$ cat config.mk
export PLATFORM = sky130hd
export DESIGN_NAME = function_sweep_ctrl
export DESIGN_NICKNAME = d
export VERILOG_FILES = /design/src/rtl/function_sweep_ctrl.sv
export SDC_FILE = /design/constraint.sdc
export NUM_CORES = 1
export LEC_CHECK = 0
export ABC_AREA = 1
export CORE_MARGIN = 8
export CORE_UTILIZATION = 47
export CTS_CLUSTER_SIZE = 12
export DETAILED_ROUTE_END_ITERATION = 16
export PLACE_DENSITY = 0.83
export SLEW_MARGIN = 15
export SYNTH_ARGS = -nofsm -noshare
export SYNTH_HDL_FRONTEND = slang
export SYNTH_SLANG_ARGS = --single-unit
$ cat constraint.sdc
create_clock -name i_clk -period 1.5 [get_ports i_clk]
set_input_delay 0.225 -clock i_clk [delete_from_list [all_inputs] [get_ports i_clk]]
set_output_delay 0.225 -clock i_clk [all_outputs]
set_load 0.03 [all_outputs]
$ cat src/rtl/function_sweep_ctrl.sv
// ============================================================================
// function_sweep_ctrl
// ----------------------------------------------------------------------------
// Sequencer for the 5-input combinational function datapath. When a sweep is
// accepted, it walks the operand vector {a,b,c,d,e} from i_first_vec to
// i_last_vec. For each vector it waits SETTLE_CYC cycles, then samples i_f_in.
// The sampled values build a truth-table map and a count of ones.
//
// Optional feature (compile-time macro FUNC_SWEEP_ABORT_EN):
//   adds input i_abort. Asserting it in SETTLE or SAMPLE ends the sweep with an
//   err pulse and no done pulse. Partial results are kept.
//
// Parameters
//   VEC_W       operand vector width (1..5); o_tt_out is 2**VEC_W bits wide
//   SETTLE_CYC  wait cycles per vector before f is sampled (0 allowed)
//
// Ports
//   i_clk        clock, rising edge
//   i_rst        synchronous active-high reset
//   i_start      sweep request, looked at only in IDLE
//   i_first_vec  first vector of the range, latched on accept
//   i_last_vec   last vector of the range (inclusive), latched on accept
//   i_abort      (FUNC_SWEEP_ABORT_EN only) abort the running sweep
//   i_f_in       datapath output f for the current o_vec_out
//   o_vec_out    registered {a,b,c,d,e} to the datapath, a = MSB
//   o_busy       high from the accept until the sweep completes
//   o_done       one-cycle pulse when the sweep completes
//   o_err        one-cycle pulse when a range is rejected or a sweep is aborted
//   o_tt_out     bit k = sampled f for vector k; bits that were not swept = 0
//   o_ones_cnt   number of sampled f==1 in the current sweep
// ============================================================================
module function_sweep_ctrl #(
  parameter int unsigned VEC_W      = 5,
  parameter int unsigned SETTLE_CYC = 1
) (
  input  logic                    i_clk,
  input  logic                    i_rst,
  input  logic                    i_start,
  input  logic [VEC_W-1:0]        i_first_vec,
  input  logic [VEC_W-1:0]        i_last_vec,
`ifdef FUNC_SWEEP_ABORT_EN
  input  logic                    i_abort,
`endif
  input  logic                    i_f_in,
  output logic [VEC_W-1:0]        o_vec_out,
  output logic                    o_busy,
  output logic                    o_done,
  output logic                    o_err,
  output logic [(2**VEC_W)-1:0]   o_tt_out,
  output logic [VEC_W:0]          o_ones_cnt
);

  localparam int unsigned TT_W  = 2**VEC_W;
  localparam int unsigned CNT_W = (SETTLE_CYC < 2) ? 1 : $clog2(SETTLE_CYC + 1);
  localparam logic [CNT_W-1:0] CNT_LOAD = CNT_W'(SETTLE_CYC);

  typedef enum logic [1:0] {
    IDLE   = 2'd0,
    SETTLE = 2'd1,
    SAMPLE = 2'd2,
    DONE   = 2'd3
  } state_t;

  // First state after a vector is driven: skip SETTLE entirely when no wait is asked for.
  localparam state_t VEC_ENTRY = (SETTLE_CYC == 0) ? SAMPLE : SETTLE;

  state_t             r_state, w_state_nxt;
  logic [VEC_W-1:0]   r_vec,   w_vec_nxt;
  logic [VEC_W-1:0]   r_last,  w_last_nxt;
  logic [CNT_W-1:0]   r_cnt,   w_cnt_nxt;
  logic [TT_W-1:0]    r_tt,    w_tt_nxt;
  logic [VEC_W:0]     r_ones,  w_ones_nxt;
  logic               r_busy,  w_busy_nxt;
  logic               r_done,  w_done_nxt;
  logic               r_err,   w_err_nxt;
  logic               w_abort;

`ifdef FUNC_SWEEP_ABORT_EN
  assign w_abort = i_abort;
`else
  assign w_abort = 1'b0;
`endif

  always_ff @(posedge i_clk) begin
    if (i_rst) begin
      r_state <= IDLE;
      r_vec   <= '0;
      r_last  <= '0;
      r_cnt   <= '0;
      r_tt    <= '0;
      r_ones  <= '0;
      r_busy  <= 1'b0;
      r_done  <= 1'b0;
      r_err   <= 1'b0;
    end else begin
      r_state <= w_state_nxt;
      r_vec   <= w_vec_nxt;
      r_last  <= w_last_nxt;
      r_cnt   <= w_cnt_nxt;
      r_tt    <= w_tt_nxt;
      r_ones  <= w_ones_nxt;
      r_busy  <= w_busy_nxt;
      r_done  <= w_done_nxt;
      r_err   <= w_err_nxt;
    end
  end

  // done/busy/err are registered, so they change one edge after the state that
  // causes them. done therefore appears the cycle after DONE, together with busy
  // dropping.
  always_comb begin
    w_state_nxt = r_state;
    w_vec_nxt   = r_vec;
    w_last_nxt  = r_last;
    w_cnt_nxt   = r_cnt;
    w_tt_nxt    = r_tt;
    w_ones_nxt  = r_ones;
    w_busy_nxt  = r_busy;
    w_done_nxt  = 1'b0;
    w_err_nxt   = 1'b0;

    unique case (r_state)
      IDLE: begin
        if (i_start) begin
          if (i_first_vec <= i_last_vec) begin
            w_last_nxt  = i_last_vec;
            w_vec_nxt   = i_first_vec;
            w_tt_nxt    = '0;
            w_ones_nxt  = '0;
            w_busy_nxt  = 1'b1;
            w_cnt_nxt   = CNT_LOAD;
            w_state_nxt = VEC_ENTRY;
          end else begin
            w_err_nxt = 1'b1;
          end
        end
      end

      SETTLE: begin
        if (w_abort) begin
          w_state_nxt = IDLE;
          w_busy_nxt  = 1'b0;
          w_err_nxt   = 1'b1;
        end else begin
          if (r_cnt != '0) begin
            w_cnt_nxt = r_cnt - CNT_W'(1);
          end
          if (r_cnt <= CNT_W'(1)) begin
            w_state_nxt = SAMPLE;
          end
        end
      end

      SAMPLE: begin
        if (w_abort) begin
          w_state_nxt = IDLE;
          w_busy_nxt  = 1'b0;
          w_err_nxt   = 1'b1;
        end else begin
          w_tt_nxt[r_vec] = i_f_in;
          w_ones_nxt      = r_ones + {{VEC_W{1'b0}}, i_f_in};
          if (r_vec == r_last) begin
            w_state_nxt = DONE;
          end else begin
            w_vec_nxt   = r_vec + VEC_W'(1);
            w_cnt_nxt   = CNT_LOAD;
            w_state_nxt = VEC_ENTRY;
          end
        end
      end

      DONE: begin
        w_done_nxt  = 1'b1;
        w_busy_nxt  = 1'b0;
        w_state_nxt = IDLE;
      end

      default: begin
        w_state_nxt = IDLE;
      end
    endcase
  end

  assign o_vec_out  = r_vec;
  assign o_busy     = r_busy;
  assign o_done     = r_done;
  assign o_err      = r_err;
  assign o_tt_out   = r_tt;
  assign o_ones_cnt = r_ones;

endmodule

## Word-level counts from Yosys, hierarchy flattened

Index checks and enable logic that the tools add are counted.

| operators by class | value |
|---|---|
| muxes and demuxes | 26 |
| bitwise gates (word level) | 3 |
| $add $sub $neg | 3 |
| order comparisons | 4 |
| reductions and logical operators | 12 |
| eq/ne operators | 8 |

Operator list:

| operator | count |
|---|---|
| $mux W32 | 2 |
| $pmux W32 S2 | 1 |
| $bwmux W32 | 1 |
| $mux W5 | 3 |
| $mux W6 | 2 |
| $pmux W6 S2 | 1 |
| $reduce_and A3 Y1 | 4 |
| $pmux W5 S2 | 1 |
| $mux W2 | 4 |
| $ne A2 B2 Y1 const B | 4 |
| $pmux W2 S4 | 1 |
| $reduce_and A4 Y1 | 2 |
| $mux W1 | 7 |
| $add A6 B1 Y6 | 1 |
| $lt A5 B6 Y1 const B | 1 |
| $add A5 B1 Y5 const B | 1 |
| $demux W1 S5 | 1 |
| $eq A5 B5 Y1 | 1 |
| $ge A5 B1 Y1 const B | 1 |
| $le A5 B5 Y1 | 1 |
| $eq A2 B2 Y1 const B | 2 |
| $not A1 Y1 | 3 |
| $pmux W1 S3 | 1 |
| $reduce_bool A3 Y1 | 1 |
| other kinds (9) | 9 |

| storage, ports and cells | value |
|---|---|
| input bits | 14 |
| register bits after elaboration | 54 |

## Logic depth before layout (Yosys ltp)

| depth | value |
|---|---|
| depth in word-level cells | 6 |
| gate-level depth with buffers | 14 |
| gate-level depth less buffers | 13 |

## Worst setup path after synthesis

OpenSTA, ideal clock, no wires.

| path | value |
|---|---|
| path kind | flip-flop to flip-flop |
| from | register r_vec[0] (netlist: o_vec_out[0]) |
| to | register r_vec[4] (netlist: o_vec_out[4]) |
| stages on the path, launching flop included | 10 |
| period minus slack after synthesis | 1584 ps |
| setup time | 64 ps |
| data required time | 1436 ps |
| path slack | -84 ps |
| arrival time | 1520 ps |
| path through | dfxtp_1 > ha_1 > nand2_1 > inv_1 > nand2_1 > nand2_1 > o22ai_1 > nand2_1 > nand2_1 > nor2_1 |

| between the ends | value |
|---|---|
| word-level cells in the longest chain between the ends | 3 |
| elaborated cells on any way between the ends | 6 |
| classes of those cells | add/sub: 1; eq/ne: 2; mux: 2; reduce/logical: 1 |

RTL lines:

| item | RTL line | text |
|---|---|---|
| start: declaration | 68 | `logic [VEC_W-1:0] r_vec, w_vec_nxt;` |
| start signal: assignment | 97 | `r_vec <= w_vec_nxt;` |
| $add A5 B1 Y5 or $eq A5 B5 Y1 (tied branches) | 165, 162 |  |
| $mux W5 or $ne A2 B2 Y1 (tied branches) | n/a |  |
| $pmux W5 S2 or $reduce_and A4 Y1 (tied branches) | n/a |  |

Several ways; a longest one is shown, not always the timed one. The select of a mux whose other input is x is not followed.
A chain may end at the register's enable or synchronous reset.

## Worst setup path in the final report

Ends and elaborated chain as after synthesis.

==> flow_summary_export.csv <==
group,metric,value,unit
run_status,outcome,"complete, but fails checks",
run_status,violations,"negative setup slack",
sta,relSlewSlack,0.785,
power_and_ir_drop,ir_drop,0.000962,V
synthesis,synth_nets,505,
placement,dp_hpwl,6.14,mm
min_path,worstHoldPathCells,3,
clock_network,clock_path_buffers,2,
global_route,antenna_found_initial,0,
synthesis,ys_seq_elements,53,
sta,skew,0.00624,ns
die,coreArea,6310,um2
die,start_util,0.484,
worst_setup_path,ff2ff_path_depth,9,
die,placementRows,29,
finish,drive_gt1_frac,0.228,
clock_network,cts_tree,"built",
synthesis,synth_warnings,0,
sta,fmax,658,MHz
drt,vias,3493,
finish,final_core_util,0.699,
finish,design_area,4410,um2
clock_network,clkSinkCount,53,
worst_setup_path,path_class,"reg -> reg",
worst_setup_path,ff2ff_setup_slack,-0.02,ns
global_route,grt_max_degree,42,
die,fp.dieH,96.7,um
sta,hold_violations,0,
worst_setup_path,cp.arrival,1.73,ns
clock_network,htreeDepth,2,
die,dieArea,9340,um2
synthesis,synth_area,3060,um2
sta,rsz0062_at_grt,"yes",
drt,drt_iter0_drc,245,
clock_network,clkTransAtPathRegs,0.09,ns
sta,setup-violations-final,3,
drt,viasPerCell,5.43,
worst_setup_path,worst_setup_path_end_kind,"flip-flop",
clock_network,root_buffer,"clkbuf_8",
sta,setup_tns,-0.0256,ns
finish,fillers,499,
clock_network,numCtsBuffers,5,
placement,dpl_worst_slack,-0.675,ns
die,ios,60,
global_route,grt_pass1_vias,3330,
drt,drtPass1Iterations,5,
power_and_ir_drop,leakagePower,2.21,nW
sta,period_needed,1.52,ns
sta,fin_crit_sh,1.01,
drt,routedWlPerCell,15.2,um
global_route,track_usage,0.189,
worst_setup_path,critPathLaunchType,"flip-flop",
placement,place_area,3980,um2
clock_network,worst_skew_pair.late_latency,0.31,ns
synthesis,seq_area_frac_synth,0.347,
drt,wl,9.75,mm
finish,multiInputGateArea,1860,um2
sta,tightestPinTransition,0.322,ns
placement,io_buffers,59,
finish,antennaDiodeCount,0,
finish,register_area,1080,um2
drt,drc,0,
sta,timing.final.ws_setup,-0.0198,ns
die,die_w,96.7,um
run,maxCapViolCount,0,
synthesis,post_synth.cell_area_avg,6.42,um2
synthesis,synth_cells,476,
power_and_ir_drop,power.density,1240,nW/um2
worst_setup_path,worstPathRequired,1.71,ns
global_route,gr-total-overflow,0,
global_route,grt_pass1_wl,15.2,mm
synthesis,ys_types,25,
placement,place_congestion,0.805,
worst_setup_path,path_max_fanout,8,
sta,drv_slew,0,
finish,area_delta_synth_final,44.2,%
min_path,hold_class,"in -> reg",
finish,final_nets,594,
drt,postRouteAntennaNets,0,
sta,holdWs,0.214,ns
[Yosys cell counts]
master / instances / area, um2
xor2_1: 3 / 26.3
buf_6: 4 / 45.0
o22ai_1: 4 / 25.0
nor2_2: 4 / 25.0
dfxtp_1: 53 / 1060
nand3_1: 14 / 70.1
nor3_1: 11 / 55.1
o21ai_0: 35 / 175
buf_4: 3 / 22.5
inv_2: 4 / 15.0
nand2_1: 118 / 443
ha_1: 15 / 188
nand3_4: 1 / 17.5
nand2_2: 1 / 6.26
inv_1: 56 / 210
a21oi_1: 48 / 240
nand4_1: 1 / 6.26
o31ai_1: 1 / 7.51
nand2_4: 2 / 22.5
clkbuf_1: 10 / 37.5
o21ai_1: 8 / 40.0
nor2_1: 71 / 267
nand3_2: 2 / 20.0
buf_2: 5 / 25.0
clkinv_1: 2 / 7.51
[power by group]
group | internal (W) | switching [W]
combinational | 0.00110 | 0.00159
clock | 0.000545 | 0.000484
sequential | 0.00156 | 0.000183
[logic make-up after synthesis]
logic type | count (synthesis) | synth area share
flops | 53 | 0.347
simple gates | 225 | 0.305
compound gates | 96 | 0.160
buf+inv | 84 | 0.119
fa+ha+maj | 15 | 0.0614
xor+xnor | 3 | 0.00859
[worst max-delay path, cell delays in order (launching register included)]
cell and delay [ns]:
dfxtp_4 0.39, ha_1 0.22, nand2_1 0.12, inv_1 0.09
nand2_1 0.11, nand2_1 0.09, o22ai_1 0.21, nand2_2 0.08
nand2_1 0.07, nor2_1 0.04
[layout by cell type, fill, tap and decap left out, drive strengths merged, types with 15 or more instances in the layout]
master,synthesis,routed
o21ai,43,43
nand3,17,17
nor2,75,75
inv,60,60
buf,12,52
ha,15,15
dfxtp,53,53
nand2,121,121
a21oi,48,48
dlygate4sd2,0,48
[cell type report]
type / instances / share of cell area
clock inverters: 1 / 0.00681
well taps: 77 / 0.0218
flip-flops and latches: 53 / 0.246
repair buffers: 104 / 0.228
clock buffers: 7 / 0.0196
inverters: 62 / 0.0553
multi-input cells: 339 / 0.422
[metal layers]
layer,track usage,wire [um],share of wire,vias to the layer above
li1,-,-,-,1684
met1,0.209,3750,0.38,1613
met2,0.332,4960,0.51,165
met3,0.0526,783,0.080,31
met4,0.0793,261,0.027,0
met5,0,0,0,-
[sequential cells by signal, indices dropped and copies added, names as in the netlist]
| signal | count |
|---|---|
| o_tt_out | 32 |
| o_vec_out | 5 |
| r_state | 2 |
| r_last | 5 |
| o_err | 1 |
| o_done | 1 |
| o_ones_cnt | 6 |
| o_busy | 1 |
[through the flow]
stage | instances | total power, W
2_1_floorplan | 476 | 0.00312
4_1_cts | 637 | 0.00507
3_5_place_dp | 622 | 0.00384
6_report | 643 | 0.00546
5_1_grt | 643 | 0.00577
3_3_place_gp | 622 | 0.00378
[worst paths after layout]
path,end,start
worst min-delay path,r_last[4],i_last_vec[4]
worst min register to register,r_last[0],r_last[0]
worst max register to register,o_vec_out[4],o_vec_out[0]
worst max-delay path,o_vec_out[4],o_vec_out[0]
[timing repair]
item	in CTS	in global routing
hold buffers	0	0
setup endpoints to repair	97	38
pin swaps	18	16
gates resized for setup	98	55
buffers inserted	4	5
cloned	3	1
Note: power is estimated with default switching activity, not from simulation.
